--- src/rtl/vga_compositor.sv ---
// VGA scan-out with N-layer priority compositor and scene-change fade.
// Ports: clk/rst, bg_pixel, layer_pixel/valid/mask, scene_change in;
//        pix_en, h_cnt, v_cnt, hsync, vsync, vgaRed/Green/Blue,
//        frame_start, fade_busy out.
// LAYER_LAT must be at least 1.
module vga_compositor #(
    parameter int CLK_DIV          = 4,
    parameter int H_ACTIVE         = 640,
    parameter int H_FP             = 16,
    parameter int H_SYNC           = 96,
    parameter int H_BP             = 48,
    parameter int V_ACTIVE         = 480,
    parameter int V_FP             = 10,
    parameter int V_SYNC           = 2,
    parameter int V_BP             = 33,
    parameter int N_LAYERS         = 4,
    parameter int LAYER_LAT        = 1,
    parameter int FADE_STEP_FRAMES = 2,
    parameter logic [N_LAYERS-1:0] MASK_RESET = {N_LAYERS{1'b1}}
) (
    input  logic                   clk,
    input  logic                   rst,
    input  logic [11:0]            bg_pixel,
    input  logic [12*N_LAYERS-1:0] layer_pixel,
    input  logic [N_LAYERS-1:0]    layer_valid,
    input  logic [N_LAYERS-1:0]    layer_mask,
    input  logic                   scene_change,
    output logic                   pix_en,
    output logic [9:0]             h_cnt,
    output logic [9:0]             v_cnt,
    output logic                   hsync,
    output logic                   vsync,
    output logic [3:0]             vgaRed,
    output logic [3:0]             vgaGreen,
    output logic [3:0]             vgaBlue,
    output logic                   frame_start,
    output logic                   fade_busy
);

    localparam int H_TOTAL  = H_ACTIVE + H_FP + H_SYNC + H_BP;
    localparam int V_TOTAL  = V_ACTIVE + V_FP + V_SYNC + V_BP;
    localparam int HS_START = H_ACTIVE + H_FP;
    localparam int HS_END   = HS_START + H_SYNC;
    localparam int VS_START = V_ACTIVE + V_FP;
    localparam int VS_END   = VS_START + V_SYNC;
    localparam int DW       = $clog2(CLK_DIV);

    typedef enum logic [1:0] {
        IDLE,
        FADE_OUT,
        SWAP,
        FADE_IN
    } state_t;

    // ---------------- pixel clock divider ----------------
    logic [DW-1:0] div_cnt;

    assign pix_en = (div_cnt == DW'(CLK_DIV - 1));

    always_ff @(posedge clk or posedge rst) begin
        if (rst) begin
            div_cnt <= '0;
        end else if (pix_en) begin
            div_cnt <= '0;
        end else begin
            div_cnt <= div_cnt + 1'b1;
        end
    end

    // ---------------- raster counters ----------------
    logic h_last;
    logic v_last;

    assign h_last = (h_cnt == 10'(H_TOTAL - 1));
    assign v_last = (v_cnt == 10'(V_TOTAL - 1));
    assign frame_start = pix_en & h_last & v_last;

    always_ff @(posedge clk or posedge rst) begin
        if (rst) begin
            h_cnt <= '0;
            v_cnt <= '0;
        end else if (pix_en) begin
            if (h_last) begin
                h_cnt <= '0;
                v_cnt <= v_last ? 10'd0 : v_cnt + 10'd1;
            end else begin
                h_cnt <= h_cnt + 10'd1;
            end
        end
    end

    // ---------------- sync / active generation ----------------
    logic hs_raw;
    logic vs_raw;
    logic act_raw;

    assign hs_raw  = !((h_cnt >= 10'(HS_START)) && (h_cnt < 10'(HS_END)));
    assign vs_raw  = !((v_cnt >= 10'(VS_START)) && (v_cnt < 10'(VS_END)));
    assign act_raw = (h_cnt < 10'(H_ACTIVE)) && (v_cnt < 10'(V_ACTIVE));

    // Delay sync/active by the layer latency so they meet the layer data.
    logic [LAYER_LAT-1:0] hs_dl;
    logic [LAYER_LAT-1:0] vs_dl;
    logic [LAYER_LAT-1:0] act_dl;

    always_ff @(posedge clk or posedge rst) begin
        if (rst) begin
            hs_dl  <= '1;
            vs_dl  <= '1;
            act_dl <= '0;
        end else if (pix_en) begin
            hs_dl[0]  <= hs_raw;
            vs_dl[0]  <= vs_raw;
            act_dl[0] <= act_raw;
            for (int i = 1; i < LAYER_LAT; i++) begin
                hs_dl[i]  <= hs_dl[i-1];
                vs_dl[i]  <= vs_dl[i-1];
                act_dl[i] <= act_dl[i-1];
            end
        end
    end

    // ---------------- fade FSM ----------------
    state_t              state;
    state_t              state_n;
    logic [4:0]          level;
    logic [4:0]          level_n;
    logic [7:0]          frame_ctr;
    logic [7:0]          ctr_n;
    logic [N_LAYERS-1:0] mask_active;
    logic [N_LAYERS-1:0] act_n;
    logic [N_LAYERS-1:0] mask_pending;
    logic [N_LAYERS-1:0] pend_n;
    logic                step;

    always_ff @(posedge clk or posedge rst) begin
        if (rst) begin
            state        <= IDLE;
            level        <= 5'd16;
            frame_ctr    <= '0;
            mask_active  <= MASK_RESET;
            mask_pending <= MASK_RESET;
        end else begin
            state        <= state_n;
            level        <= level_n;
            frame_ctr    <= ctr_n;
            mask_active  <= act_n;
            mask_pending <= pend_n;
        end
    end

    always_comb begin
        state_n = state;
        level_n = level;
        ctr_n   = frame_ctr;
        act_n   = mask_active;
        pend_n  = mask_pending;
        step    = 1'b0;

        if (frame_start) begin
            if (frame_ctr >= 8'(FADE_STEP_FRAMES - 1)) begin
                step = 1'b1;
            end else begin
                ctr_n = frame_ctr + 8'd1;
            end
        end

        if (scene_change) begin
            pend_n = layer_mask;
        end

        unique case (state)
            IDLE: begin
                ctr_n = '0;
                if (scene_change) begin
                    state_n = FADE_OUT;
                end
            end
            FADE_OUT: begin
                // Level 0 can be reached on entry via an abort at level 0.
                if (level == 5'd0) begin
                    state_n = SWAP;
                    ctr_n   = '0;
                end else if (step) begin
                    level_n = level - 5'd1;
                    ctr_n   = '0;
                    if (level == 5'd1) begin
                        state_n = SWAP;
                    end
                end
            end
            SWAP: begin
                if (frame_start) begin
                    act_n   = pend_n;
                    state_n = FADE_IN;
                    ctr_n   = '0;
                end
            end
            FADE_IN: begin
                if (scene_change) begin
                    state_n = FADE_OUT;
                    ctr_n   = '0;
                end else if (step) begin
                    level_n = level + 5'd1;
                    ctr_n   = '0;
                    if (level == 5'd15) begin
                        state_n = IDLE;
                    end
                end
            end
            default: begin
                state_n = IDLE;
            end
        endcase
    end

    assign fade_busy = (state != IDLE);

    // ---------------- compose and scale ----------------
    logic [11:0] comp;

    // Walk from lowest to highest priority so the lowest index wins.
    always_comb begin
        comp = bg_pixel;
        for (int k = N_LAYERS - 1; k >= 0; k--) begin
            if (layer_valid[k] && mask_active[k]) begin
                comp = layer_pixel[12*k +: 12];
            end
        end
    end

    function automatic logic [3:0] scale(input logic [3:0] c,
                                         input logic [4:0] lvl);
        logic [7:0] p;
        p = 8'(c) * 8'(lvl);
        return p[7:4];
    endfunction

    logic [11:0] rgb_q;

    always_ff @(posedge clk or posedge rst) begin
        if (rst) begin
            rgb_q <= '0;
            hsync <= 1'b1;
            vsync <= 1'b1;
        end else if (pix_en) begin
            hsync <= hs_dl[LAYER_LAT-1];
            vsync <= vs_dl[LAYER_LAT-1];
            if (act_dl[LAYER_LAT-1]) begin
                rgb_q <= {scale(comp[11:8], level),
                          scale(comp[7:4], level),
                          scale(comp[3:0], level)};
            end else begin
                rgb_q <= '0;
            end
        end
    end

    assign vgaRed   = rgb_q[11:8];
    assign vgaGreen = rgb_q[7:4];
    assign vgaBlue  = rgb_q[3:0];

endmodule

--- config.mk ---
export PLATFORM = sky130hd
export DESIGN_NAME = vga_compositor
export DESIGN_NICKNAME = d
export VERILOG_FILES = /design/src/rtl/vga_compositor.sv
export SDC_FILE = /design/constraint.sdc
export NUM_CORES = 1
export LEC_CHECK = 0
export ABC_AREA = 0
export BUFFER_PORTS_ARGS = -buffer_cell sky130_fd_sc_hd__buf_2
export CELL_PAD_IN_SITES_DETAIL_PLACEMENT = 1
export CELL_PAD_IN_SITES_GLOBAL_PLACEMENT = 2
export CORE_MARGIN = 10
export CORE_UTILIZATION = 36
export DETAILED_ROUTE_END_ITERATION = 7
export PLACE_DENSITY = 0.84
export SYNTH_ARGS = -nofsm -noshare
export SYNTH_HDL_FRONTEND = slang
export SYNTH_SLANG_ARGS = --single-unit
--- constraint.sdc ---
create_clock -name clk -period 5.5 [get_ports clk]
set_input_delay 0.55 -clock clk [delete_from_list [all_inputs] [get_ports clk]]
set_output_delay 0.55 -clock clk [all_outputs]
set_load 0.05 [all_outputs]
==> summary.txt <==
Clocking
  • CTS Buffer Depth: 2
  • CTS tree: yes
  • Setup Fix Bufs, Post-CTS: 0
  • CTS sink cnt: between 60 and 70
  • CTS buffer count: 9
  • Clock root cell: clkbuf_16
  • Post-cts sizing count: 0
  • CTS hold repair buffers: 0
  • Reg clk slew, reported paths: ~0.060 ns
  • Worst skew pair latency: 0.33 ns
  • H-tree Lvls: 3

Floorplan
  • Core ar.: between 10,000 and 15,000 µm²
  • Initial Util: 36.99%
  • Die height: 139.7 µm
  • IO Count: 108
  • Die X: 139.7 µm
  • DIE AREA: slightly below 20,000 µm²
  • Num rows: 43

Timing
  • Actual slew at the worst max-slew pin: 0.7789 ns
  • Worst rel slew slack: 48.07%
  • Endpoints failing setup: 0
  • Final count of pins violating max slew: 0
  • Fin crit share: 81.92%
  • Clk_skew: 0.009167 ns
  • Minimum clock period: 4.505 ns
  • Final WS setup: 0.9945 ns
  • Setup_tns: 0 ns
  • Fmax: between 200 and 250 MHz
  • RSZ-0062 raised after global routing: no
  • Hold Fails Final Rpt: 0

Power
  • Logic pwr share: a little over a fifth
  • Power density cells: 235.9 nW/µm²
  • Psw: a little over 0.4 mW
  • Sw frac: roughly 28%
  • Flop pwr share: 33.6%
  • Clk pwr share: 45.1%
  • Worst VDD drop: 186.8 µV
  • Cell-internal power: around 1.0 mW
  • Static Leakage: 2.974 nW

Routing
  • DR iter-0 viols: 185
  • # DRC: 0
  • Via density per instance: 5.248
  • Post-detailed-routing wire length: roughly 15,000 µm
  • Drt pass-1 iters: 4
  • Final ANT Viol Nets: 0
  • Vias: ~4,400
  • WL/cell: 17.51 µm

Critical path
  • CP Data Arrival Time: approximately 4.7 ns
  • Setup CP Type: reg2reg
  • Crit end category: register
  • Required time worst endpoint: roughly 5.7 ns
  • Crit path launch type: register
  • Crit Path Max Fanout: 18

Synthesis
  • Post-synth EDFFs: 0
  • Cell Area, Synth: approximately 5200 µm²
  • Avg Cell Area, Syn: around 9.2 µm²
  • Area share of the largest cell type after synthesis: 23.79%
  • Register area share after synthesis: 30.41%
  • Syn_nets: slightly below 700
  • Share of flip-flops with an asynchronous set or reset: 100.0%
  • Number of synthesized register bits: 62
  • Distinct cells, synth: 67
  • Post-Syn Instances: 563
  • Yosys top cell by area: dfrtp_1
  • Top post-synthesis cells by area: dfrtp_1, ha_1, dfstp_2, fa_1, and2_1
  • Most used DFF post-synth: dfrtp_1
  • Syn. warnings: 0

Layout
  • Area growth, synth to finish: 18.93%
  • Commonest non-fill, non-tap cell in the layout: buf_2
  • Multi-input logic area: 3273 µm²
  • Antenna Cells: 0
  • Share of cells above drive strength 1: 26.51%
  • Most frequent cells in the layout: buf_2, nand2_1, dfrtp_1
  • Final nets: 790
  • Fill count: 1,674
  • FF+latch area: between 1500 and 2000 µm²

Global route
  • Vias in the first global route: 4,904
  • Initial antenna violation count: 0
  • Largest net degree at the start of global routing: 63
  • First-pass GRT wire length: between 20,000 and 25,000 µm
  • GRT Total Usage: 14.95%
  • Overflow after GRT: 0

Placed design
  • Hpwl dp: 11,700 µm
  • Routability Congestion: 0.8477
  • Pre-CTS WS: 0.8715 ns
  • Count of buffers from port buffering: between 100 and 150

Run
  • Max-cap viol count: 0

Status
  • Status: finished clean

Worst hold path
  • Hold Crit Class: reg2reg
==> cells in the mapped netlist (4+ instances only) <==
cell type,n
a31oi_2,5
and3_1,9
nand2_1,62
a211oi_1,5
nor3_1,12
clkbuf_1,8
a311oi_1,4
buf_6,4
xnor2_1,20
a21oi_1,22
buf_2,8
o22ai_1,12
inv_1,46
xor2_1,11
nor2_1,25
dfstp_2,13
mux2_2,10
ha_1,45
o21ai_0,27
and2_1,40
a22oi_1,4
nand4_1,5
dfrtp_1,49
nand3_1,19
a21o_1,7
nand2b_1,11
fa_1,15
==> power by group through the flow <==
stage	Combinational [mW]	Sequential (mW)	Clock, mW
final	0.307	0.487	0.653
after global routing	0.344	0.488	0.687
after CTS	0.311	0.487	0.669
after detailed placement	0.307	0.494	0
after global placement	0.295	0.493	0
after floorplan	0.211	0.500	0
==> metrics by stage <==
step | std cells | hold WS, ns | util [%] | instance area (µm²) | power (mW)
final | 844 | 0.4281 | 44.00 | 6131 | 1.447
after global placement | 828 | 0.4149 | 41.55 | 5789 | 0.7883
after CTS | 844 | 0.4291 | 44.00 | 6131 | 1.467
after detailed placement | 828 | 0.4202 | 41.55 | 5789 | 0.8003
after floorplan | 563 | 0.4031 | - | 5155 | 0.7113
after global routing | 844 | 0.4645 | 44.00 | 6131 | 1.520
==> path summary, 6_finish.rpt <==
path	slack, ns	from	depth (start not counted)	endpoint
worst max-delay path	0.99	mask_active[1]$_DFFE_PP1P_	14	rgb_q[6]$_DFFE_PP0P_
worst min-delay path	0.43	div_cnt[0]$_DFF_PP0_	1	div_cnt[0]$_DFF_PP0_
worst max register to register	0.99	mask_active[1]$_DFFE_PP1P_	14	rgb_q[6]$_DFFE_PP0P_
worst min register to register	0.43	div_cnt[0]$_DFF_PP0_	1	div_cnt[0]$_DFF_PP0_
max in group asynchronous	4.54	rst	3	rgb_q[6]$_DFFE_PP0P_
min in group asynchronous	0.44	rst	3	frame_ctr[5]$_DFF_PP0_
==> cell families after synthesis <==
kind of cell,share of synthesized area [%]
buf+inv,6.092
compound gates,16.60
mux,2.767
xor+xnor,5.267
simple gates,22.11
fa+ha+maj,16.75
flops,30.41
==> worst max-delay path: stages (launching register included) <==
cell,delay (ns)
dfstp_2,0.55
and2_1,0.63
a21oi_1,0.17
o22ai_1,0.50
nand2_1,0.16
fa_1,0.49
fa_1,0.55
inv_1,0.04
ha_1,0.28
nand2_1,0.07
nor3_1,0.05
and3_1,0.20
a311oi_1,0.33
o221ai_1,0.18
a2bb2oi_1,0.16
==> area by class of cell <==
class | instances | area share (%)
Clock inverter | 4 | 1.551
Inverter | 46 | 2.816
Clock buffer | 12 | 4.020
Sequential cell | 62 | 25.57
Multi-Input combinational cell | 431 | 53.39
Tap cell | 180 | 3.673
Timing Repair Buffer | 109 | 8.980
==> sequential cells by signal (all words and copies together) (netlist names), 2 cells and up <==
name,cells
h_cnt,10
level,5
frame_ctr,8
state,2
rgb_q,12
v_cnt,10
mask_active,4
mask_pending,4
div_cnt,2
==> metal layers <==
layer	share of wire, %	up-vias	global-route usage [%]
met2	50	87	26.38
met1	45	2188	17.64
li1	-	2147	-
met4	0.92	0	4.130
met3	4.1	7	3.505
met5	0	-	0
No activity file was read; power rests on OpenSTA's default activity.
